### src/rtl/conv_stream_src_if.sv
`default_nettype none
// +----------------------------------------------------------------------+
// | Module   : conv_stream_src_if                                        |
// | Purpose  : x/f valid-ready stream bundle between the vector source   |
// |            and the convolution unit.                                 |
// | Revision : 1.0                                                       |
// +----------------------------------------------------------------------+
interface conv_stream_src_if #(
  parameter int WIDTH = 10
);
  logic signed [WIDTH-1:0] x_data;
  logic                    x_valid;
  logic                    x_ready;
  logic signed [WIDTH-1:0] f_data;
  logic                    f_valid;
  logic                    f_ready;

  modport master (
    output x_data, x_valid, f_data, f_valid,
    input  x_ready, f_ready
  );

  modport slave (
    input  x_data, x_valid, f_data, f_valid,
    output x_ready, f_ready
  );
endinterface
`default_nettype wire

### src/rtl/conv_stream_src.sv
`default_nettype none
// +----------------------------------------------------------------------+
// | Module   : conv_stream_src (with helper conv_stream_chan)            |
// | Purpose  : Holds one x and one f vector in local memories and        |
// |            streams both concurrently over valid/ready on start,      |
// |            with optional LFSR-driven valid gaps.                     |
// | Revision : 1.0                                                       |
// +----------------------------------------------------------------------+

// One streaming channel: word memory, prefetch register and output stage.
// The prefetch register holds the memory read result so that the output
// stage can be refilled on every accepted word, hiding the read latency.
module conv_stream_chan #(
  parameter  int WIDTH = 10,
  parameter  int SIZE  = 49,
  localparam int AW    = $clog2(SIZE),
  localparam int CW    = $clog2(SIZE + 1)
) (
  input  logic                    clk,
  input  logic                    reset_n,
  input  logic                    wr_en_i,
  input  logic [AW-1:0]           wr_addr_i,
  input  logic signed [WIDTH-1:0] wr_data_i,
  input  logic                    first_i,    // run is starting: fetch word 0 now
  input  logic                    run_i,
  input  logic                    gap_i,      // no new word may be presented this cycle
  input  logic                    ready_i,
  output logic signed [WIDTH-1:0] data_o,
  output logic                    valid_o,
  output logic                    all_sent_o  // last word accepted by the coming edge (or earlier)
);
  logic signed [WIDTH-1:0] mem_q [SIZE];
  logic signed [WIDTH-1:0] rdata_q;
  logic signed [WIDTH-1:0] data_q;
  logic                    valid_q;
  logic                    rd_v_q, rd_v_d;
  logic [CW-1:0]           fptr_q, fptr_d;
  logic [CW-1:0]           sent_q, sent_d;
  logic [AW-1:0]           raddr;
  logic                    re, pop, hs;

  // Handshake, refill and fetch decisions for this cycle.
  always_comb begin
    hs     = valid_q & ready_i;
    pop    = run_i & rd_v_q & (~valid_q | ready_i) & ~gap_i;
    re     = first_i | (run_i & (fptr_q != CW'(SIZE)) & (~rd_v_q | pop));
    raddr  = first_i ? '0 : fptr_q[AW-1:0];
    fptr_d = first_i ? CW'(1) : (re ? fptr_q + CW'(1) : fptr_q);
    rd_v_d = re | (rd_v_q & ~pop);
    sent_d = first_i ? '0 : (hs ? sent_q + CW'(1) : sent_q);
    all_sent_o = (sent_d == CW'(SIZE));
  end

  // Memory write port; contents survive reset.
  always_ff @(posedge clk) begin
    if (wr_en_i) begin
      mem_q[wr_addr_i] <= wr_data_i;
    end
  end

  // Registered read, prefetch flag, pointers and the output stage.
  // A word written in the same cycle it is read is forwarded directly.
  always_ff @(posedge clk or negedge reset_n) begin
    if (!reset_n) begin
      rdata_q <= '0;
      rd_v_q  <= 1'b0;
      fptr_q  <= '0;
      sent_q  <= '0;
      data_q  <= '0;
      valid_q <= 1'b0;
    end else begin
      if (re) begin
        rdata_q <= (wr_en_i && (wr_addr_i == raddr)) ? wr_data_i : mem_q[raddr];
      end
      rd_v_q <= rd_v_d;
      fptr_q <= fptr_d;
      sent_q <= sent_d;
      if (pop) begin
        data_q  <= rdata_q;
        valid_q <= 1'b1;
      end else if (hs) begin
        valid_q <= 1'b0;
      end
    end
  end

  assign data_o  = data_q;
  assign valid_o = valid_q;
endmodule

module conv_stream_src #(
  parameter  int WIDTH     = 10,
  parameter  int SIZE_X    = 112,
  parameter  int SIZE_F    = 49,
  localparam int LOGSIZE_X = $clog2(SIZE_X),
  localparam int LOGSIZE_F = $clog2(SIZE_F)
) (
  input  logic                 clk,
  input  logic                 reset_n,
  input  logic                 ld_en,
  input  logic                 ld_sel,
  input  logic [LOGSIZE_X-1:0] ld_addr,
  input  logic [WIDTH-1:0]     ld_data,
  input  logic                 start,
  input  logic                 throttle_en,
  output logic                 busy,
  output logic                 done,
  conv_stream_src_if.master    st
);
  typedef enum logic [1:0] {
    S_IDLE = 2'd0,
    S_RUN  = 2'd1,
    S_FIN  = 2'd2
  } state_t;

  state_t          state_q;
  logic            busy_q, done_q;
  logic [15:0]     lfsr_q;
  logic            run, first, gap, ld_ok, x_we, f_we, x_all, f_all;
  logic [LOGSIZE_F-1:0] f_addr;

  // Load gating, run control and throttle request.
  always_comb begin
    run    = (state_q == S_RUN);
    first  = (state_q == S_IDLE) & start;
    gap    = throttle_en & lfsr_q[0];
    ld_ok  = ld_en & ~busy_q;
    f_addr = ld_addr[LOGSIZE_F-1:0];
    x_we   = ld_ok &  ld_sel & ({1'b0, ld_addr} < (LOGSIZE_X+1)'(SIZE_X));
    f_we   = ld_ok & ~ld_sel & ({1'b0, f_addr}  < (LOGSIZE_F+1)'(SIZE_F));
  end

  conv_stream_chan #(.WIDTH(WIDTH), .SIZE(SIZE_X)) u_x (
    .clk       (clk),
    .reset_n   (reset_n),
    .wr_en_i   (x_we),
    .wr_addr_i (ld_addr),
    .wr_data_i (ld_data),
    .first_i   (first),
    .run_i     (run),
    .gap_i     (gap),
    .ready_i   (st.x_ready),
    .data_o    (st.x_data),
    .valid_o   (st.x_valid),
    .all_sent_o(x_all)
  );

  conv_stream_chan #(.WIDTH(WIDTH), .SIZE(SIZE_F)) u_f (
    .clk       (clk),
    .reset_n   (reset_n),
    .wr_en_i   (f_we),
    .wr_addr_i (f_addr),
    .wr_data_i (ld_data),
    .first_i   (first),
    .run_i     (run),
    .gap_i     (gap),
    .ready_i   (st.f_ready),
    .data_o    (st.f_data),
    .valid_o   (st.f_valid),
    .all_sent_o(f_all)
  );

  // Run sequencer; done rises on the edge of the final handshake so it is
  // visible in the very next cycle.
  always_ff @(posedge clk or negedge reset_n) begin
    if (!reset_n) begin
      state_q <= S_IDLE;
      busy_q  <= 1'b0;
      done_q  <= 1'b0;
    end else begin
      case (state_q)
        S_IDLE: begin
          done_q <= 1'b0;
          if (start) begin
            state_q <= S_RUN;
            busy_q  <= 1'b1;
          end
        end
        S_RUN: begin
          if (x_all && f_all) begin
            state_q <= S_FIN;
            busy_q  <= 1'b0;
            done_q  <= 1'b1;
          end
        end
        S_FIN: begin
          done_q  <= 1'b0;
          state_q <= S_IDLE;
        end
        default: begin
          state_q <= S_IDLE;
          busy_q  <= 1'b0;
          done_q  <= 1'b0;
        end
      endcase
    end
  end

  // Free-running 16-bit Fibonacci LFSR (taps 16,14,13,11), right-shifting.
  always_ff @(posedge clk or negedge reset_n) begin
    if (!reset_n) begin
      lfsr_q <= 16'hACE1;
    end else begin
      lfsr_q <= {lfsr_q[0] ^ lfsr_q[2] ^ lfsr_q[3] ^ lfsr_q[5], lfsr_q[15:1]};
    end
  end

  assign busy = busy_q;
  assign done = done_q;
endmodule
`default_nettype wire

### src/flat_wrapper.sv
// flat-port wrapper written by rule: the top's interface ports become plain ports
module conv_stream_src_flat 
#(
  parameter  int WIDTH     = 10,
  parameter  int SIZE_X    = 112,
  parameter  int SIZE_F    = 49,
  localparam int LOGSIZE_X = $clog2(SIZE_X),
  localparam int LOGSIZE_F = $clog2(SIZE_F)
)
  (clk, reset_n, ld_en, ld_sel, ld_addr, ld_data, start, throttle_en, busy, done, st_x_data, st_x_valid, st_f_data, st_f_valid, st_x_ready, st_f_ready);
  conv_stream_src_if #(.WIDTH(WIDTH)) st_i ();
  input  logic clk;
  input  logic reset_n;
  input  logic ld_en;
  input  logic ld_sel;
  input  logic [LOGSIZE_X-1:0] ld_addr;
  input  logic [WIDTH-1:0] ld_data;
  input  logic start;
  input  logic throttle_en;
  output logic busy;
  output logic done;
  output wire logic [$bits(st_i.x_data)-1:0] st_x_data;
  output wire logic [$bits(st_i.x_valid)-1:0] st_x_valid;
  output wire logic [$bits(st_i.f_data)-1:0] st_f_data;
  output wire logic [$bits(st_i.f_valid)-1:0] st_f_valid;
  input wire logic [$bits(st_i.x_ready)-1:0] st_x_ready;
  input wire logic [$bits(st_i.f_ready)-1:0] st_f_ready;
  assign st_x_data = st_i.x_data;
  assign st_x_valid = st_i.x_valid;
  assign st_f_data = st_i.f_data;
  assign st_f_valid = st_i.f_valid;
  assign st_i.x_ready = st_x_ready;
  assign st_i.f_ready = st_f_ready;
  conv_stream_src #(.WIDTH(WIDTH), .SIZE_X(SIZE_X), .SIZE_F(SIZE_F)) u_core (.clk(clk), .reset_n(reset_n), .ld_en(ld_en), .ld_sel(ld_sel), .ld_addr(ld_addr), .ld_data(ld_data), .start(start), .throttle_en(throttle_en), .busy(busy), .done(done), .st(st_i));
endmodule
### config.mk
export PLATFORM = sky130hd
export DESIGN_NAME = conv_stream_src_flat
export DESIGN_NICKNAME = d
export VERILOG_FILES = /design/src/rtl/conv_stream_src_if.sv /design/src/rtl/conv_stream_src.sv /design/src/flat_wrapper.sv
export SDC_FILE = /design/constraint.sdc
export NUM_CORES = 2
export LEC_CHECK = 0
export ABC_AREA = 0
export CAP_MARGIN = 20
export CORE_ASPECT_RATIO = 0.75
export CORE_UTILIZATION = 40
export DETAILED_ROUTE_END_ITERATION = 8
export GPL_ROUTABILITY_DRIVEN = 1
export PLACE_DENSITY = 0.64
export REMOVE_ABC_BUFFERS = 1
export SETUP_SLACK_MARGIN = 0.05
export SYNTH_ARGS = -nofsm -noshare
export SYNTH_HDL_FRONTEND = slang
export SYNTH_SLANG_ARGS = --single-unit
### constraint.sdc
create_clock -name clk -period 7.8 [get_ports clk]
set_input_delay 1.56 -clock clk [delete_from_list [all_inputs] [get_ports clk]]
set_output_delay 1.56 -clock clk [all_outputs]
set_load 0.02 [all_outputs]
==> metrics.txt <==
DRC errors left=0; #FFs+latches synth=1700; # Max-Cap Violations=0; Final period util=about two thirds; Arrival @ worst endpoint=around 6 ns; Sequential Power Share=about two fifths; critical path launch point type=primary input; placed insts=6357; largest net degree at the start of global routing=137; Cell Rows=130; Syn. warnings=0; Most used DFF post-synth=edfxtp_1; Bufs on Longest Clock Path=3; Pins Over Slew Limit=0; sequential share of the synthesized area=between 70% and 80%; CP top delay family=simple AND/OR/NAND/NOR gates; synth unique cells=71; Worst-Margin Slew=between 1 and 1.5 ns; final core utilization=~45%; Rel. slew slack=between 10% and 20%; Die Y=between 300 and 400 microns; top-level port count=between 40 and 50; Detailed Route WL=between 150 and 200 mm; vias per cell=around 5.9; Logic pwr share=between 30% and 40%; Worst Path Max Fanout=40; FMAX=around 190 MHz; CTS root buffer=clkbuf_16; hold crit path type=reg -> reg; Worst-path clk slew=0.06 ns; antenna violations before repair=4; global-route wire length before repair=approximately 270 mm; crit path kind=in -> reg; outcome=finished clean; Async S/R FF share, synth=under 10%; GR Util All Layers=a little over a fifth; area grow syn2layout=12.33%; endpoints failing setup=0; setup repair after global routing missed its margin=no; crit-path max cell delay=0.97 ns; total power=between 20 and 30 mW; crit path cell chain=clkdlybuf4s50_1 -> or3b_4 -> buf_4 -> nand2_2 -> o211a_1 -> o311a_1 -> nor4_1 -> o21ai_0; CTS Hold Buffers Added=0; RD Place Congestion=between 0.9 and 1; Pre-antenna DRT Iters=6; Mapped Cells=4268; power density cells=348.5 mW/mm^2; Psw=around 9 mW; Vias=slightly below 40000; footprint of the multi-input gates=between 0.015 and 0.02 sq mm; slowest cell on the critical path=nor4_1; Final Cell Area=0.07636 sq mm; Clock Sinks=1700; syn avg cell area=between 15 and 20 sq um; Layout Skew=0.02737 ns; GRT overflow=0; synthesized area=~0.07 sq mm; layout cells sized above 1=between 10% and 20%; die width=about 480 microns; Crit. End Element=flop; non-filler cells, final=roughly 6700; H-tree levels=4; clk_lat worst skew=0.81 ns; Detailed Place HPWL=111.9 mm; Initial Utilization=between 40% and 50%; Worst Path Buf+Inv=2; Layout Nets=around 4300; required time of the critical path=~8.4 ns; wire per inst=27.52 microns; P_int=17.39 mW; post-CTS setup buffers=0; Final Hold Viols=0; Period minus WS final=around 5.3 ns; worst hold start=u_core.lfsr_q[9]; CTS Buf Count=between 150 and 200; Leakage=about 25 nW; DRC violation total after the first TritonRoute iteration=about 5800; CTS resizes=0; core box area=roughly 0.17 sq mm; Worst VDD drop=roughly 0.29 mV; Post-synth EDFFs=approximately 1600; TritonCTS clock tree=yes; clock share of power=29.9%; FF+latch area=roughly 0.05 sq mm; sw frac=34.64%; fillers=around 14000; reg2reg start=u_core.u_x.fptr_q[2]; setup TNS=0 ns; crit path launch=start; Routed Antenna Nets=0; placed cell area=0.07084 sq mm; number of global-route vias before repair=about 37000; Die ar.=0.1716 sq mm; IO Port Bufs=48
[registers in the layout (all words and copies together), names as in the netlist]
signal              cells
u_core.lfsr_q          16
u_core.state_q          2
u_core.done             1
u_core.u_f.rd_v_q       1
u_core.u_f.rdata_q     10
u_core.u_x.mem_q     1120
u_core.u_f.data_o      10
u_core.u_f.sent_q       6
u_core.u_f.fptr_q       6
u_core.u_f.mem_q      490
u_core.u_x.fptr_q       7
u_core.u_x.rd_v_q       1
u_core.u_x.rdata_q     10
u_core.u_x.data_o      10
u_core.u_x.valid_o      1
u_core.u_f.valid_o      1
u_core.u_x.sent_q       7
u_core.busy             1
[metrics by stage]
step                hold WS, ns  setup WS [ns]
floorplan                0.3312         -8.044
global placement         0.3339          1.913
detailed placement       0.3389          1.860
CTS                      0.3520          2.734
global route             0.3582          2.473
finish                   0.3497          2.516
[power by group through the flow]
stage / Clock (mW) / Sequential (mW) / Combinational, mW
6_report: 7.96 / 10.6 / 8.01
3_3_place_gp: 0 / 10.8 / 7.69
4_1_cts: 8.06 / 10.6 / 7.78
3_5_place_dp: 0 / 10.8 / 7.74
2_1_floorplan: 0 / 11.1 / 4.92
5_1_grt: 8.40 / 10.7 / 8.39
[cell usage in the layout (no fill, tap or decap), types with 14 or more instances in the layout]
| cell type | instances |
|---|---|
| mux2i_1 | 233 |
| nand2b_1 | 27 |
| o211ai_1 | 30 |
| nor2b_1 | 31 |
| clkinv_1 | 40 |
| buf_6 | 19 |
| clkinv_2 | 30 |
| nor3_1 | 21 |
| mux2_2 | 167 |
| clkbuf_16 | 167 |
| nor2_1 | 245 |
| bufinv_16 | 15 |
| a221oi_1 | 48 |
| o221ai_1 | 22 |
| clkdlybuf4s50_1 | 37 |
| mux4_2 | 74 |
| xnor2_1 | 20 |
| inv_1 | 19 |
| a21o_1 | 20 |
| buf_4 | 86 |
| a21oi_1 | 218 |
| and3_1 | 21 |
| or3_1 | 24 |
| o32ai_1 | 17 |
| o21ai_0 | 147 |
| edfxtp_1 | 1610 |
| a211o_1 | 22 |
| clkbuf_1 | 37 |
| nor4_1 | 14 |
| a221o_1 | 27 |
| nand3_1 | 63 |
| dfrtp_1 | 77 |
| o22ai_1 | 87 |
| a31oi_1 | 63 |
| nand2_1 | 336 |
| a211oi_1 | 66 |
[cells in the mapped netlist (20+ instances only)]
cell type	count	area (sq um)
nor3_1	23	115.1
nor2b_1	31	193.9
mux2i_1	233	2332
or3_1	24	150.1
clkbuf_1	143	536.8
xnor2_1	20	175.2
nand2_1	339	1272
a211o_1	22	192.7
o221ai_1	22	192.7
a221oi_1	48	420.4
a211oi_1	66	495.5
a31oi_1	63	394.1
edfxtp_1	1610	48350
dfrtp_1	82	2052
a21o_1	20	150.1
a221o_1	27	270.3
mux2_2	167	1881
o21ai_0	148	740.7
buf_1	38	142.6
and3_1	21	131.4
o22ai_1	87	544.3
nand3_1	63	315.3
mux4_2	74	1667
buf_2	105	525.5
nor2_1	250	938.4
nand2b_1	27	168.9
a21oi_1	218	1091
o211ai_1	30	225.2
[final cells by class]
cell class	count	share of cell area, %
Antenna cell	2	0.006554
Clock buffer	206	5.691
Clock inverter	101	1.321
Inverter	23	0.1131
Multi-Input combinational cell	2253	21.09
Sequential cell	1700	66.30
Tap cell	2244	3.677
Timing Repair Buffer	154	1.804
[worst reg2reg max path, delay by kind of cell, from the launching register on]
kind	cells	cell delay (ns)
AND/OR/NAND/NOR	1	0.90
buffers and inverters	2	1.12
flip-flops	1	0.70
multiplexers	1	0.39
AO/OA/AOI/OAI	4	1.39
[logic make-up (layout without fill, tap and decap cells)]
logic type,count (synthesis),count (layout),share of synthesized area [%]
buffers and inverters,315,484,1.982
muxes,474,474,8.649
other,0,2,0
and+or+nand+nor,835,835,5.406
AOI/OAI and AO/OA,909,909,9.027
DFF,1700,1700,74.45
xor gates and xnor gates,29,29,0.3737
adders and majority gates,6,6,0.1104
[final timing paths]
path                                          to  slack, ns  cells past startpoint
max                        u_core.u_x.rdata_q[9]       2.52                      8
min                             u_core.lfsr_q[8]       0.35                      0
max reg2reg                u_core.u_x.rdata_q[4]       3.17                      8
min reg2reg                     u_core.lfsr_q[8]       0.35                      0
max in group asynchronous   u_core.u_x.fptr_q[1]       5.76                      2
min in group asynchronous  u_core.u_f.rdata_q[9]       0.71                      1
[per-layer routing]
layer / routed length (microns) / global-route usage [%] / vias to the layer above
li1: - / - / 16900
met1: 81570 / 32.81 / 20240
met2: 76260 / 28.48 / 2285
met3: 21170 / 5.218 / 273
met4: 4936 / 6.301 / 0
met5: 0 / 0 / -
Note: power is estimated with default switching activity, not from simulation.
